--- config.mk ---
export PLATFORM = sky130hd
export DESIGN_NAME = alu_arbiter
export DESIGN_NICKNAME = d
export VERILOG_FILES = /design/src/rtl/alu_pkg.sv /design/src/rtl/rr_pick2.sv /design/src/rtl/alu_arbiter.sv
export SDC_FILE = /design/constraint.sdc
export NUM_CORES = 1
export LEC_CHECK = 0
export ABC_AREA = 0
export CAP_MARGIN = 20
export CORE_ASPECT_RATIO = 1.25
export CORE_MARGIN = 4
export CORE_UTILIZATION = 29
export CTS_BUF_LIST = sky130_fd_sc_hd__clkbuf_8
export DETAILED_ROUTE_END_ITERATION = 16
export PLACE_DENSITY = 0.82
export SLEW_MARGIN = 20
export SYNTH_ARGS = -nofsm -noshare
export SYNTH_HDL_FRONTEND = slang
export SYNTH_SLANG_ARGS = --single-unit
--- constraint.sdc ---
create_clock -name clk -period 1.4 [get_ports clk]
set_clock_uncertainty 0.15 [all_clocks]
set_input_delay 0.14 -clock clk [delete_from_list [all_inputs] [get_ports clk]]
set_output_delay 0.14 -clock clk [all_outputs]
set_load 0.05 [all_outputs]
--- src/rtl/alu_pkg.sv ---
// alu_pkg
// Shared definitions for the ALU, the instruction decoder and the ALU
// arbiter: datapath/command widths, ALU command encodings, the packed
// operation record and the arbiter state type.
// No ports (package).
package alu_pkg;

  localparam int CW = 5;
  localparam int DW = 8;

  // ALU command encodings. The arbiter only passes these through; the
  // ALU and the decoder give them meaning.
  localparam logic [CW-1:0] CMD_NOP = 5'b00000;
  localparam logic [CW-1:0] CMD_ADD = 5'b00001;
  localparam logic [CW-1:0] CMD_SUB = 5'b00010;
  localparam logic [CW-1:0] CMD_AND = 5'b00011;
  localparam logic [CW-1:0] CMD_OR  = 5'b00100;
  localparam logic [CW-1:0] CMD_XOR = 5'b00101;
  localparam logic [CW-1:0] CMD_BEQ = 5'b00110;
  localparam logic [CW-1:0] CMD_BNE = 5'b00111;

  typedef struct packed {
    logic [CW-1:0] cmd;
    logic [DW-1:0] a;
    logic [DW-1:0] b;
  } alu_op_t;

  typedef enum logic {
    IDLE = 1'b0,
    RESP = 1'b1
  } arb_state_t;

endpackage

--- src/rtl/rr_pick2.sv ---
// rr_pick2
// Combinational two-way round-robin picker.
// Ports:
//   i_req  [1:0] request vector
//   i_last       index of the requester granted most recently
//   i_en         grant enable; no grant is produced while low
//   o_gnt  [1:0] one-hot grant (all zero when nothing is picked)
module rr_pick2
  import alu_pkg::*;
(
  input  logic [1:0] i_req,
  input  logic       i_last,
  input  logic       i_en,
  output logic [1:0] o_gnt
);

  // On contention the requester that did not win last time goes next,
  // which gives strict alternation when both keep requesting.
  always_comb begin
    o_gnt = 2'b00;
    if (i_en) begin
      unique case (i_req)
        2'b01:   o_gnt = 2'b01;
        2'b10:   o_gnt = 2'b10;
        2'b11:   o_gnt = i_last ? 2'b01 : 2'b10;
        default: o_gnt = 2'b00;
      endcase
    end
  end

endmodule

--- src/rtl/alu_arbiter.sv ---
// alu_arbiter
// Shares one combinational ALU between the instruction datapath
// (requester 0) and an auxiliary unit (requester 1). Accepts at most one
// operation per cycle, registers the ALU result/branch flag and hands it
// back to the owning requester with a valid/ready handshake.
// Ports:
//   clk, reset                 clock, async active-high reset
//   req[1:0]                   per-requester request
//   cmd0/a0/b0, cmd1/a1/b1     operation of requester 0 / 1
//   gnt[1:0]                   one-hot combinational grant (accept cycle)
//   alu_cmd/alu_a/alu_b        operands driven to the ALU
//   alu_rslt/alu_do_branch     combinational ALU outputs
//   rsp_valid[1:0]             one-hot response pending per requester
//   rsp_rslt/rsp_branch        registered response payload
//   rsp_ready[1:0]             per-requester response consume
module alu_arbiter
  import alu_pkg::*;
#(
  parameter int DW         = alu_pkg::DW,
  parameter int CW         = alu_pkg::CW,
  parameter int PRIO_RESET = 0
) (
  input  logic          clk,
  input  logic          reset,
  input  logic [1:0]    req,
  input  logic [CW-1:0] cmd0,
  input  logic [DW-1:0] a0,
  input  logic [DW-1:0] b0,
  input  logic [CW-1:0] cmd1,
  input  logic [DW-1:0] a1,
  input  logic [DW-1:0] b1,
  output logic [1:0]    gnt,
  output logic [CW-1:0] alu_cmd,
  output logic [DW-1:0] alu_a,
  output logic [DW-1:0] alu_b,
  input  logic [DW-1:0] alu_rslt,
  input  logic          alu_do_branch,
  output logic [1:0]    rsp_valid,
  output logic [DW-1:0] rsp_rslt,
  output logic          rsp_branch,
  input  logic [1:0]    rsp_ready
);

  // Seeding last with the other requester makes PRIO_RESET win the first
  // contended pick.
  localparam logic LAST_RESET = (PRIO_RESET == 0) ? 1'b1 : 1'b0;

  arb_state_t    r_state;
  logic          r_own;
  logic          r_last;
  logic [DW-1:0] r_rslt;
  logic          r_branch;

  logic          w_canAccept;
  logic          w_pickEn;
  logic [1:0]    w_gnt;

  // A new op may be accepted when nothing is held, or when the held
  // response is being consumed by its owner in this same cycle. Only the
  // owner's ready bit counts. Reset blocks grants asynchronously.
  assign w_canAccept = (r_state == IDLE) || rsp_ready[r_own];
  assign w_pickEn    = w_canAccept && !reset;

  rr_pick2 u_pick (
    .i_req  (req),
    .i_last (r_last),
    .i_en   (w_pickEn),
    .o_gnt  (w_gnt)
  );

  assign gnt = w_gnt;

  // Steer the granted requester's operation to the ALU; with no grant the
  // ALU sees a NOP with zero operands so it never computes on stale data.
  always_comb begin
    alu_cmd = CMD_NOP;
    alu_a   = '0;
    alu_b   = '0;
    if (w_gnt[0]) begin
      alu_cmd = cmd0;
      alu_a   = a0;
      alu_b   = b0;
    end else if (w_gnt[1]) begin
      alu_cmd = cmd1;
      alu_a   = a1;
      alu_b   = b1;
    end
  end

  // Response register and FSM. A grant always (re)loads the response,
  // which is what allows consume-and-accept in one cycle. Without a grant
  // the response is released once the owner takes it, else held.
  always_ff @(posedge clk or posedge reset) begin
    if (reset) begin
      r_state  <= IDLE;
      r_own    <= 1'b0;
      r_last   <= LAST_RESET;
      r_rslt   <= '0;
      r_branch <= 1'b0;
    end else if (w_gnt != 2'b00) begin
      r_state  <= RESP;
      r_own    <= w_gnt[1];
      r_last   <= w_gnt[1];
      r_rslt   <= alu_rslt;
      r_branch <= alu_do_branch;
    end else if ((r_state == RESP) && rsp_ready[r_own]) begin
      r_state  <= IDLE;
    end
  end

  assign rsp_valid  = (r_state == RESP) ? (r_own ? 2'b10 : 2'b01) : 2'b00;
  assign rsp_rslt   = r_rslt;
  assign rsp_branch = r_branch;

endmodule

Word-level counts from Yosys, hierarchy flattened --
Cells that the tools add are included.
Word-level totals: bits in registers 12, input port bits 57, word-level logic and storage cells 31
Cells by class: magnitude comparators 1, equal/unequal tests 3, multiplexer cells 15, bitwise logic cells 1, reductions and logical operators 6
Operators with widths (count):
- 8-bit two-way mux | 4
- 5-bit two-way mux | 2
- 2-bit two-way mux | 4
- 2-bit case mux with 3 select lines | 1
- 2-bit equality test, second input constant | 2
- 1-bit two-way mux | 4
- 2-bit nonzero test | 2
- 2-bit by 1-bit equality test with 1-bit output, second input constant | 1
- 1-bit logical AND | 2
- 1-bit by 2-bit < comparator with 1-bit output, second input constant | 1
- 1-bit zero test | 1
- 1-bit logical OR | 1
- 1-bit inverter | 1

Logic depth before layout (Yosys ltp) --
depth in word-level cells 7, gate-level depth with buffers 5, gate-level depth less buffers 3

Modules after synthesis --
A second synthesis with hierarchy kept.
Unflattened totals: cell total of the unflattened synthesis 63, area, all modules 711.9 um2
By module, submodules not included:
- alu_arbiter | instances 1, cells each 58, area each 690.7 um2, sequential area each 301.5 um2
- rr_pick2 | instances 1, cells each 5, area each 21.3 um2, sequential area each 0.0 um2

Worst setup path after synthesis --
No wires, ideal clock.
kind register to output, from register r_last, to output alu_b[0], data arrival time 1.885 ns, path slack -0.775 ns, cell stages (with the launch flop) 5, buffers on the path 2, path through dfstp_2 -> clkbuf_1 -> clkbuf_1 -> o211ai_1 -> a21oi_1
On the way: word-level cells in the longest chain between the ends 5
Ends and longest elaborated chain:
- from (decl) | line alu_arbiter.sv:50 | logic r_last;
- from (signal assigned) | line alu_arbiter.sv:103 | r_last <= w_gnt[1];
- 2-bit two-way mux (*) | line rr_pick2.sv:25 | 2'b11: o_gnt = i_last ? 2'b01 : 2'b10;
- 2-bit case mux with 3 select lines (*) | line rr_pick2.sv:22 | unique case (i_req)
- 2-bit two-way mux (*) | line rr_pick2.sv:21 | if (i_en) begin
- 8-bit two-way mux | line alu_arbiter.sv:83 | end else if (w_gnt[1]) begin
- 8-bit two-way mux (*) | line alu_arbiter.sv:79 | if (w_gnt[0]) begin
- to (decl) | line alu_arbiter.sv:35 | output logic [DW-1:0] alu_b,
Mark *: on every way between the ends. The rest lies on a longest branch, timed or not.

Final worst setup path --
from register r_last, to output alu_a[0]
On the way: word-level cells in the longest chain between the ends 5
Ends and longest elaborated chain:
- 2-bit two-way mux (*) | line rr_pick2.sv:25
- 2-bit case mux with 3 select lines (*) | line rr_pick2.sv:22
- 2-bit two-way mux (*) | line rr_pick2.sv:21
- 8-bit two-way mux | line alu_arbiter.sv:83
- 8-bit two-way mux (*) | line alu_arbiter.sv:79
- to (decl) | line alu_arbiter.sv:34 | output logic [DW-1:0] alu_a,
Marked as above.

==> flow_summary.ini <==
[route]
drtIter0Drc = 57
routed_via_density = 5.71
wire_per_inst_um = 21.0
dr.pass1.iters = 5
remaining_drc_errors = 0
vias = 1502
ant_nets = 0
wirelength_um = 5520

[sta]
fin_crit_sh = 1.37
worst_slew_pin_slew_ns = 0.454
fmax_mhz = 520
setup_viol = 35
slew_headroom = 0.697
slew_viol_final = 0
rsz0062_at_grt = yes
fin_crit_ns = 1.92
tns_ns = -14.22
fin_ws_ns = -0.523
finalHoldViolations = 0

[logic_synthesis]
syn-num-nets = 179
postSynthCellCount = 122
ys_seq_elements = 12
yosys_warnings = 0
avgSynthCellArea_um2 = 8.54
yosysTopAreaCellShare = 0.303
synthTopCellsByArea = o211ai_1 (30%), dfrtp_1 (26%), a21oi_1 (11%), mux2_2 (9.7%), clkbuf_1 (4.7%)
synthesis.area_um2 = 1040
synth_seq_area_share = 0.289
synth_largest_area_cell = o211ai_1
synth.distinct_cells = 22

[clock_tree]
htreeDepth = 1
cts_tree = built
cts_root_buf = clkbuf_8
numClockSinks = 12
clock_latency_ns = 0.24
clk_pin_slew_ns = 0.05
numCtsBuffers = 3
clock_path_buffers = 2
ctsHoldBuffers = 0

[pwr]
swShare = 0.437
pwr-share-clk = 0.114
switching_power_mw = 1.44
intPower_mw = 1.86
p_total_mw = 3.30
seq_power_share = 0.171
p_per_area_nw_per_um2 = 1130
irDropWorstVdd_uv = 1180
leakagePower_nw = 1.07
pwr-share-comb = 0.714

[layout]
drive_gt1_frac = 0.464
final_util = 0.837
instances_no_fill = 263
antenna_cells = 0
syn_to_final_growth_pct = 180
nets = 282

[global_routing]
grt_antenna_before_repair = 0
grt_pass1_vias = 1605
track_usage = 0.226
grt_max_degree = 22
grt_pass1_wl_um = 7890
overflow = 0

[critical_path]
path_class = reg -> out
cp_max_fo = 21
cp_slowest_cell = dfstp_2
worstPathRequired_ns = 1.11
critPathTopFamily = flip-flops
endpoint_kind = output port
slowest_delay_ns = 0.61
cp_num_buf_inv = 2
critPathLaunchType = register
cp_cell_sequence = inv_4 > o211ai_1 > a21oi_4 > buf_12
worst_ep_arrival_time_ns = 1.63

[floorplan]
io_pins = 91
coreArea_um2 = 3480
rows = 24
die_w_um = 61.6
start_util = 0.299
die_h_um = 75.0
die_area_um2 = 4620

[placed_design]
numPlacedInstances = 254
port_buffers = 90
dpl_worst_slack_ns = -0.484
hpwl_um = 3980
routabilityCongestion = 0.814

[hold_path]
hold_class = in -> async

[run]
maxCapViolations = 0

[run_status]
violations = negative setup slack
outcome = complete, but fails checks
[repair_timing]
item / 4_1_cts / 5_1_grt
setup endpoints to repair: 35 / 36
pin swaps: 14 / 8
gates cloned: 0 / 2
setup buffers: 4 / 1
endpoints found under the hold margin: 0 / 0
resized for setup: 20 / 3
[power by group through the flow]
| stage | combinational (mW) | clock, mW | sequential (mW) |
|---|---|---|---|
| after floorplan | 1.01 | 0 | 0.730 |
| after global placement | 2.12 | 0 | 0.554 |
| after detailed placement | 2.18 | 0 | 0.565 |
| after CTS | 2.31 | 0.387 | 0.562 |
| after global routing | 2.44 | 0.400 | 0.577 |
| final | 2.36 | 0.378 | 0.566 |
[synth_stat cells]
library cell	number
a21o_2	1
a21oi_1	23
a21oi_4	1
and2_1	1
and2_2	1
and2b_2	1
buf_2	1
buf_6	2
clkbuf_1	13
dfrtp_1	11
dfstp_2	1
inv_1	5
mux2_2	9
mux2i_2	1
nand2_1	3
nand2b_1	1
nor2_1	1
o211ai_1	42
o21ai_0	1
o21bai_1	1
o22a_1	1
o22a_2	1
[worst paths after layout]
check,slack [ns],endpoint,cells past startpoint,start
worst max register to register,-0.39,rsp_rslt[7],6,r_own
worst max-delay path,-0.52,alu_a[0],4,r_last
worst min-delay path,0.15,r_own,2,reset
min in group clk,0.34,r_state,3,req[1]
worst min register to register,0.43,rsp_rslt[5],1,rsp_rslt[5]
max in group asynchronous,0.61,r_last,2,reset
[worst reg2reg max path, delay by kind of cell, from the launching register on]
kind | cells | cell delay [ns]
DFF | 1 | 0.41
buffers and inverters | 3 | 0.44
AOI/OAI and AO/OA | 1 | 0.16
muxes | 2 | 0.50
[layer usage]
| layer | global-route usage | vias to the layer above | part of all wire |
|---|---|---|---|
| li1 | - | 682 | - |
| met1 | 0.243 | 726 | 0.33 |
| met2 | 0.424 | 77 | 0.56 |
| met3 | 0.0463 | 17 | 0.077 |
| met4 | 0.0825 | 0 | 0.033 |
| met5 | 0 | - | 0 |
[cell families (layout without fill, tap and decap cells)]
group / after synthesis / after routing / share of synthesized area
flip-flops: 12 / 12 / 0.289
multiplexers: 10 / 10 / 0.110
buffers and inverters: 21 / 123 / 0.0912
AND/OR/NAND/NOR: 8 / 8 / 0.0420
AO/OA/AOI/OAI: 71 / 71 / 0.467
[sequential cells by signal, indices dropped and copies added, names as in the netlist]
register	cells
r_state	1
rsp_rslt	8
rsp_branch	1
r_last	1
r_own	1
[area by class of cell]
class / instances / area (µm²)
Fill cell: 168 / 569
Inverter: 5 / 21.3
Multi-Input combinational cell: 89 / 948
Clock buffer: 4 / 55.1
Sequential cell: 12 / 302
Tap cell: 39 / 48.8
Timing Repair Buffer: 114 / 1540
[metrics by stage]
stage,hold WS (ns),area (µm²)
floorplan,-0.146,1340
finish,0.152,2910
CTS,0.174,2860
global placement,0.389,2700
detailed placement,0.419,2700
global route,0.215,2910
[layout by cell type, fill, tap and decap left out, types with 2 or more instances in the layout]
cell type / instances
mux2_4: 9
and2_4: 2
o211ai_1: 42
buf_4: 11
a21oi_4: 23
clkdlybuf4s50_1: 54
buf_6: 6
buf_12: 39
clkbuf_8: 4
dlygate4sd2_1: 2
inv_1: 4
nand2_1: 3
clkbuf_16: 2
dfrtp_1: 11
Power figures use the tool's default switching activity.
==> edit (config.mk and constraints unchanged) <==
Set the package constant `CW` to 4 (it was 5).
--- a/src/rtl/alu_pkg.sv
+++ b/src/rtl/alu_pkg.sv
@@ -5,7 +5,7 @@
 // No ports (package).
 package alu_pkg;
 
-  localparam int CW = 5;
+  localparam int CW = 4;
   localparam int DW = 8;
 
   // ALU command encodings. The arbiter only passes these through; the
Ports: changed (resized alu_cmd, cmd0 and cmd1); port bits go from 91 to 88. The function was not compared with the original's and may differ.
==> edit against the original RTL <==
  * The run still ends with setup timing left
  * Sequential cell count unchanged
  * Synthesized area down 2.8%
  * Sequential share of layout area about the same
  * Maximum frequency down 0.82%
  * Largest cell class unchanged
  * Routed wire length up 9.6%
  * Worst setup slack worse by 0.016 ns
  * Synthesized cell count down 4.1%
  * Power up 4.1%
  * Critical path depth up 1
  * Highest routed layer unchanged
  * Cell count down 0.38%
  * Final area about the same
==> edit: results (changes against the original RTL) <==
| Metric | Value |
|---|---|
| Ranking of synthesized cells by area | `o211ai_1, dfrtp_1, a21oi_1` |
| Mean number of vias per cell | `5.859 (+2.6%)` |
| Worst hold path class | `in -> reg` |
| P_leak | `1.100 nW (+2.5%)` |
| Routed WL per cell | `23.10 microns (+10%)` |
| RD Place Congestion | `0.8029 (-1.4%)` |
| Post-detailed-placement cell area | `0.002619 sq mm (-2.9%)` |
| Synthesized Nets | `172 (-3.9%)` |
| Setup slack of the critical path after layout | `-0.5385 ns (-0.01581 ns)` |
| Worst slack at placement | `-0.4337 ns (+0.05061 ns)` |
| Largest stage delay on the critical path | `0.42 ns (-0.19 ns)` |
| Failing checks | `setup timing` |
| Crit. Startpoint | `r_own$_DFFE_PP0P_` |
| Final setup vio count | `36 (+2.9%)` |
| Wire length of the first global-routing pass | `8424 microns (+6.8%)` |
| Distinct cell type count of the synthesized netlist | `21 (-4.5%)` |
| Tot GR Track Use | `25.19% (+2.5 points)` |
| Number of search-and-repair iterations in the first detailed-routing pass | `4 (-1)` |
| Cell at the slowest stage of the critical path | `dfrtp_1` |
| Maximum number of pins on one net before global-route repair | `21 (-4.5%)` |
| Highest fanout seen on the critical path | `5 (-76%)` |
| Vias in the first global route | `1678 (+4.5%)` |
| Endpoint arrival time on the critical path | `1.65 ns (+0.02 ns)` |
| VDD IR max | `1.216 mV (+2.9%)` |
| Result of the run | `finished with violations` |
| Filler Cells Inserted | `154 (-8.3%)` |
| Register area share after synthesis | `29.75% (+0.82 points)` |
| PortBufs | `87 (-3.3%)` |
| Total negative setup slack | `-15.83 ns (-1.611 ns)` |
==> edit: cell types whose count changed in the layout (fill, tap and decap cells not counted), sizes merged <==
| cell | before | now |
|---|---|---|
| buf | 56 | 62 |
| clkdlybuf4s50 | 54 | 53 |
| dlymetal6s2s | 0 | 1 |
| o211ai | 42 | 40 |
| a21oi | 24 | 23 |
| dlygate4sd2 | 2 | 0 |
==> edit: repair_timing <==
action,in CTS,in global routing
endpoints found under the setup margin,35,35
resized for setup,23,7
pin swaps,26,8
cloned,2,2
buffers inserted,6,6
==> edit: kinds of logic after synthesis <==
| kind of cell | after synthesis | synth area share (%) |
|---|---|---|
| flip-flops | 12 | 29.75 |
| multiplexers | 10 | 11.36 |
| AND/OR/NAND/NOR | 8 | 4.322 |
| AO/OA/AOI/OAI | 68 | 46.05 |
| buffers and inverters | 19 | 8.518 |
==> edit: worst paths after layout <==
| kind | end | slack, ns | depth (start not counted) |
|---|---|---|---|
| min reg2reg | rsp_rslt[3]$_DFFE_PP0P_ | 0.44 | 1 |
| max in group asynchronous | r_state$_DFFE_PP0P_ | 0.49 | 3 |
| min | r_last$_DFFE_PP1P_ | 0.20 | 3 |
| min in group asynchronous | rsp_branch$_DFFE_PP0P_ | 0.26 | 3 |
| max reg2reg | rsp_rslt[7]$_DFFE_PP0P_ | -0.43 | 6 |
| max | alu_b[7] | -0.54 | 5 |
==> edit: routing by layer <==
| metal | share of wire [%] | GRT usage, % | vias up | wire length (microns) |
|---|---|---|---|---|
| met4 | 2.5 | 10.12 | 0 | 149 |
| met2 | 58 | 47.56 | 91 | 3493 |
| met5 | 0 | 0 | - | 0 |
| met3 | 8.2 | 6.250 | 11 | 499 |
| li1 | - | - | 671 | - |
| met1 | 32 | 25.69 | 762 | 1908 |
==> edit: power by group <==
part | leakage [nW] | switching [mW] | internal, mW
clock network | 0.0288 | 0.144 | 0.250
logic | 0.933 | 1.23 | 1.25
registers | 0.138 | 0.122 | 0.446
total | 1.10 | 1.49 | 1.95
==> edit: cell type report <==
cell class / instances / area, sq um / share of cell area [%]
tap: 37 / 46.29 / 1.589
timing repair buffer: 118 / 1575 / 54.08
inverter: 5 / 21.27 / 0.7302
multi-input combinational: 86 / 912.1 / 31.31
clock buffer: 4 / 55.05 / 1.890
sequential: 12 / 302.8 / 10.40
==> edit: critical path, delay by kind of cell (launching register included) <==
kind | cells | cell delay [ns]
flops | 1 | 0.42
buf+inv | 2 | 0.35
mux | 1 | 0.33
compound gates | 2 | 0.29
==> edit: through the flow <==
step / power, mW / instances
after floorplan: 1.627 / 117
after global placement: 2.627 / 245
after detailed placement: 2.689 / 245
after CTS: 3.319 / 257
after global routing: 3.551 / 262
final: 3.442 / 262
